File: config.mk
export PLATFORM = sky130hd
export DESIGN_NAME = muldiv_ctrl
export DESIGN_NICKNAME = d
export VERILOG_FILES = /design/src/rtl/muldiv_ctrl.sv
export SDC_FILE = /design/constraint.sdc
export NUM_CORES = 1
export LEC_CHECK = 0
export CAP_MARGIN = 20
export CORE_MARGIN = 3
export CORE_UTILIZATION = 50
export CTS_CLUSTER_SIZE = 24
export DETAILED_ROUTE_END_ITERATION = 8
export GPL_ROUTABILITY_DRIVEN = 0
export GPL_TIMING_DRIVEN = 0
export PLACE_DENSITY_LB_ADDON = 0.25
export SLEW_MARGIN = 30
export SYNTH_ARGS = -nofsm -noshare
export SYNTH_HDL_FRONTEND = slang
export SYNTH_SLANG_ARGS = --single-unit
export TNS_END_PERCENT = 100
File: constraint.sdc
create_clock -name clk -period 3.1 [get_ports clk]
set_input_delay 0.62 -clock clk [delete_from_list [all_inputs] [get_ports clk]]
set_output_delay 0.62 -clock clk [all_outputs]
set_load 0.1 [all_outputs]
File: src/rtl/muldiv_ctrl.sv
// Multi-cycle MULT/MULTU/DIV/DIVU sequencer: 32-step shift-add multiplier and
// restoring divider, holding the pipeline front with exe_stall until {HI,LO} is ready.
module muldiv_ctrl #(
   parameter int ITER = 32
) (
   input  logic        clk,
   input  logic        resetn,
   input  logic        start,
   input  logic [1:0]  op,
   input  logic [31:0] src_a,
   input  logic [31:0] src_b,
   input  logic        flush,
   output logic        exe_stall,
   output logic        busy,
   output logic        done,
   output logic [63:0] hilo_out,
   output logic        div_by_zero
);

   localparam int CW = (ITER > 1) ? $clog2(ITER) : 1;

   typedef enum logic [1:0] {IDLE, CALC, FIX, DONE} state_t;

   state_t        state, state_nxt;
   logic          accept;

   logic [CW-1:0] cnt;
   logic          is_div;
   logic          neg_res;
   logic          neg_rem;
   logic          dz;
   logic [31:0]   a_raw;
   logic [31:0]   opnd;
   logic [63:0]   acc;
   logic [32:0]   rem;

   logic          is_signed, a_neg, b_neg;
   logic [31:0]   mag_a, mag_b;
   logic [32:0]   mul_sum;
   logic [33:0]   diff;
   logic          q_bit;
   logic [32:0]   rem_nxt;
   logic [31:0]   quo_fix, rem_fix;
   logic [63:0]   result;

   always_ff @(posedge clk) begin
      if (!resetn) state <= IDLE;
      else         state <= state_nxt;
   end

   always_comb begin
      state_nxt = state;
      accept    = 1'b0;
      exe_stall = 1'b0;
      busy      = 1'b0;
      done      = 1'b0;
      case (state)
         IDLE: begin
            exe_stall = start;
            if (start && !flush) begin
               accept    = 1'b1;
               state_nxt = CALC;
            end
         end
         CALC: begin
            exe_stall = 1'b1;
            busy      = 1'b1;
            if (cnt == CW'(ITER - 1)) state_nxt = FIX;
         end
         FIX: begin
            exe_stall = 1'b1;
            busy      = 1'b1;
            state_nxt = DONE;
         end
         DONE: begin
            done      = 1'b1;
            state_nxt = IDLE;
         end
         default: state_nxt = IDLE;
      endcase
      if (flush) state_nxt = IDLE;
   end

   // Operands are stored as magnitudes; signs are reapplied in FIX.
   always_comb begin
      is_signed = !op[0];
      a_neg     = is_signed & src_a[31];
      b_neg     = is_signed & src_b[31];
      mag_a     = a_neg ? -src_a : src_a;
      mag_b     = b_neg ? -src_b : src_b;
   end

   // acc[31:0] holds the multiplier (mul) or the dividend shifting into quotient (div).
   always_comb begin
      mul_sum = {1'b0, acc[63:32]} + (acc[0] ? {1'b0, opnd} : 33'd0);
      diff    = {rem, acc[31]} - {2'b00, opnd};
      q_bit   = !diff[33];
      rem_nxt = q_bit ? diff[32:0] : {rem[31:0], acc[31]};
   end

   always_comb begin
      quo_fix = neg_res ? -acc[31:0] : acc[31:0];
      rem_fix = neg_rem ? -rem[31:0] : rem[31:0];
      if (!is_div)  result = neg_res ? -acc : acc;
      else if (dz)  result = {a_raw, 32'hFFFF_FFFF};
      else          result = {rem_fix, quo_fix};
   end

   always_ff @(posedge clk) begin
      if (!resetn) begin
         cnt         <= '0;
         is_div      <= 1'b0;
         neg_res     <= 1'b0;
         neg_rem     <= 1'b0;
         dz          <= 1'b0;
         a_raw       <= '0;
         opnd        <= '0;
         acc         <= '0;
         rem         <= '0;
         hilo_out    <= '0;
         div_by_zero <= 1'b0;
      end else begin
         if (accept) begin
            cnt     <= '0;
            is_div  <= op[1];
            neg_res <= a_neg ^ b_neg;
            neg_rem <= op[1] & a_neg;
            dz      <= op[1] & (src_b == 32'd0);
            a_raw   <= src_a;
            opnd    <= op[1] ? mag_b : mag_a;
            acc     <= {32'd0, op[1] ? mag_a : mag_b};
            rem     <= '0;
         end else if (state == CALC) begin
            cnt <= cnt + 1'b1;
            if (is_div) begin
               acc[31:0] <= {acc[30:0], q_bit};
               rem       <= rem_nxt;
            end else begin
               acc <= {mul_sum, acc[31:1]};
            end
         end
         if (state == FIX && !flush) begin
            hilo_out    <= result;
            div_by_zero <= dz;
         end
      end
   end

endmodule

==> reports/results.ini <==
[floorplan]
core_sq_mm = 0.0329
initial_core_util = 0.514
rows = 66
dieWidth_um = 190
dieArea_sq_mm = 0.0361
ioPinCount = 138
die_h_um = 190

[detailed_routing]
drtIter0Drc = 2897
antenna_left = 0
route.detailed.drc = 0
wl_um = 68400
vias = 19600
viasPerCell = 6.53
drt_pre_antenna_iters = 8
routedWlPerCell_um = 22.8

[pwr]
power_mw = 9.35
leakage_nw = 8.13
ir_worst_vdd_mv = 0.517
p_per_area_mw_per_mm2 = 426

[worst_setup_path]
worstPathArrival_ns = 4.11
endpoint_kind = flop
path_max_fanout = 3
slowest_delay_ns = 0.57
criticalPathCategory = flop to flop
reg2reg_from = acc[13]
crit_slowest_cell = or4_4
crit_start = acc[13]
required_ns = 3.57
r2r_slack_ns = -0.55
worstRegToRegCells = 11
crit_top_cell = or4_4
r2r-end = hilo_out[51]
startpoint_type = flop
path_cells = or4_4 -> or4_4 -> or2_4 -> buf_6 -> or4_4 -> or4_4 -> o21ai_4 -> xor2_1 -> o21ai_2 -> a21oi_2 -> nor2_1

[timing]
fin_crit_ns = 3.65
grt_setup_unrepaired = true
fmax_mhz = 274
setup_violations = 59
timing.final.ws_setup_ns = -0.546
fin_worst_skew_ns = 0.0191
period_share = 1.18
slew_headroom = 0.336
fin_setup_tns_ns = -9.24
worstMarginPinSlew_ns = 0.995
hold_viol_final = 0
drv_slew = 0

[global_routing]
gr-total-overflow = 0
antenna_found_initial = 3
grt_max_degree = 16
grt_pass1_wl_um = 101000
grtUsageTotal = 0.353
grt_pass1_vias = 17800

[cts]
clk_pin_slew_ns = 0.06
numCtsBuffers = 30
h-tree-depth = 1
clk_latency_ns = 0.57
clockBufferDepth = 3
clockRootBuffer = clkbuf_16
cts_num_sinks = 237
cts_tree = built

[layout]
layout_common_cells = nand2_1, a21oi_1, dfxtp_1
drive_above_1_share = 0.145
nNetsFinal = 2677
fin_area_sq_mm = 0.0219
nFillCells = 2696
final_cells = 2998
layout_commonest_cell = nand2_1
area_delta_synth_final_pct = 29.6

[placement]
dpl.cell_count = 2894
placed_cell_area_sq_mm = 0.0189
dp_hpwl_um = 49700
port_buffers = 136

[logic_synthesis]
syn-instance-count = 2316
netlist.area_leader.share = 0.280
async_flop_share = 0
syn_area_per_cell_sq_um = 7.31
synthDistinctLibCells = 68
synth_ff_type = dfxtp_1
ys_seq_area_frac = 0.280
synth_area_leader_cell = dfxtp_1
synth_enable_flop_cells = 0
yosysWarnings = 0
ys_seq_elements = 237
synth_nets = 2462
syn-cell-area_sq_mm = 0.0169
synth.area.top_cells = dfxtp_1, a21oi_1, nand2_1, o21ai_0, xor2_1

[hold_path]
hp-class = flop to flop
hold_path_startpoint = opnd[7]
min_path_cells = 2
min_to = opnd[7]

[status]
status = finished, violations left
violations = negative setup slack

[flow_run]
drv_cap = 0

-- layer usage --
metal / vias up / wire (um) / share of wire / track usage
li1: 8705 / - / - / -
met1: 9081 / 25900 / 0.38 / 0.462
met2: 1415 / 28700 / 0.42 / 0.530
met3: 362 / 9040 / 0.13 / 0.0954
met4: 6 / 4780 / 0.070 / 0.186
met5: - / 38 / 0.00056 / 0
-- power by group --
group	switching (mW)	total (mW)	internal, mW	leakage [nW]
clock	1.47	3.69	2.22	0.505
sequential	0.123	3.26	3.14	1.93
combinational	1.46	2.40	0.943	5.69
-- layout make-up --
type | instances | area [sq um] | share of cell area
Multi-Input combinational cell | 1857 | 12700 | 0.578
Sequential cell | 237 | 4790 | 0.218
Timing Repair Buffer | 194 | 1940 | 0.0886
Clock buffer | 39 | 825 | 0.0376
Buffer | 141 | 617 | 0.0281
Tap cell | 442 | 553 | 0.0252
Inverter | 69 | 292 | 0.0133
Clock inverter | 17 | 223 | 0.0101
Timing Repair inverter | 1 | 16.3 | 0.000741
Antenna cell | 1 | 2.50 | 0.000114
-- per-stage QoR --
step,setup slack [ns],utilization,hold slack [ns]
finish,-0.546,0.666,0.456
global route,-0.573,0.666,0.471
CTS,-0.597,0.635,0.453
detailed placement,-0.866,0.572,0.445
global placement,-0.845,0.572,0.443
floorplan,-0.344,-,0.432
-- kinds of logic (layout without fill, tap and decap cells) --
logic type,after synthesis,count (layout),share of synthesized area
AO/OA/AOI/OAI,775,775,0.272
AND/OR/NAND/NOR,742,742,0.200
flip-flops,237,237,0.280
buffers and inverters,222,461,0.0499
XOR/XNOR,198,198,0.102
adder cells (fa/ha/maj),76,76,0.0570
multiplexers,66,66,0.0391
other,0,1,0
-- cell usage after synthesis (all sizes together) (12+ instances only) --
cell / n
a211oi: 26
a21o: 27
a21oi: 300
a31oi: 16
and2: 22
buf: 22
clkbuf: 131
dfxtp: 237
ha: 74
inv: 69
mux2i: 65
nand2: 309
nand2b: 21
nand3: 47
nor2: 187
nor2b: 14
nor3: 36
o211ai: 55
o21ai: 220
o21bai: 12
o31ai: 44
o41ai: 20
or3: 25
or4: 27
xnor2: 91
xor2: 107
-- worst max path at each step --
stage	to	slack [ns]
2_1_floorplan	hilo_out[56]	-0.34
3_3_place_gp	acc[28]	-0.85
3_5_place_dp	acc[28]	-0.87
4_1_cts	hilo_out[56]	-0.60
5_1_grt	hilo_out[51]	-0.57
6_report	hilo_out[51]	-0.55
-- registers in the layout, summed over array words and instances (netlist names) --
| name | cells |
|---|---|
| is_div | 1 |
| neg_rem | 1 |
| state | 2 |
| a_raw | 32 |
| hilo_out | 64 |
| rem | 33 |
| div_by_zero | 1 |
| opnd | 32 |
| cnt | 5 |
| neg_res | 1 |
| dz | 1 |
| acc | 64 |
-- critical path: cells and delay by family (launching register included) --
family,cells,cell delay [ns]
AND/OR/NAND/NOR,6,2.38
AO/OA/AOI/OAI,3,0.46
XOR/XNOR,1,0.21
flip-flops,1,0.35
buffers and inverters,1,0.12
-- repair_timing --
action                     in CTS  in global routing
gates resized for setup       202                218
pin swaps                      74                 96
cloned                          5                  0
setup endpoints to repair     108                103
setup buffers                  30                 27
hold buffers                    0                  0
Note: power is estimated with default switching activity, not from simulation.
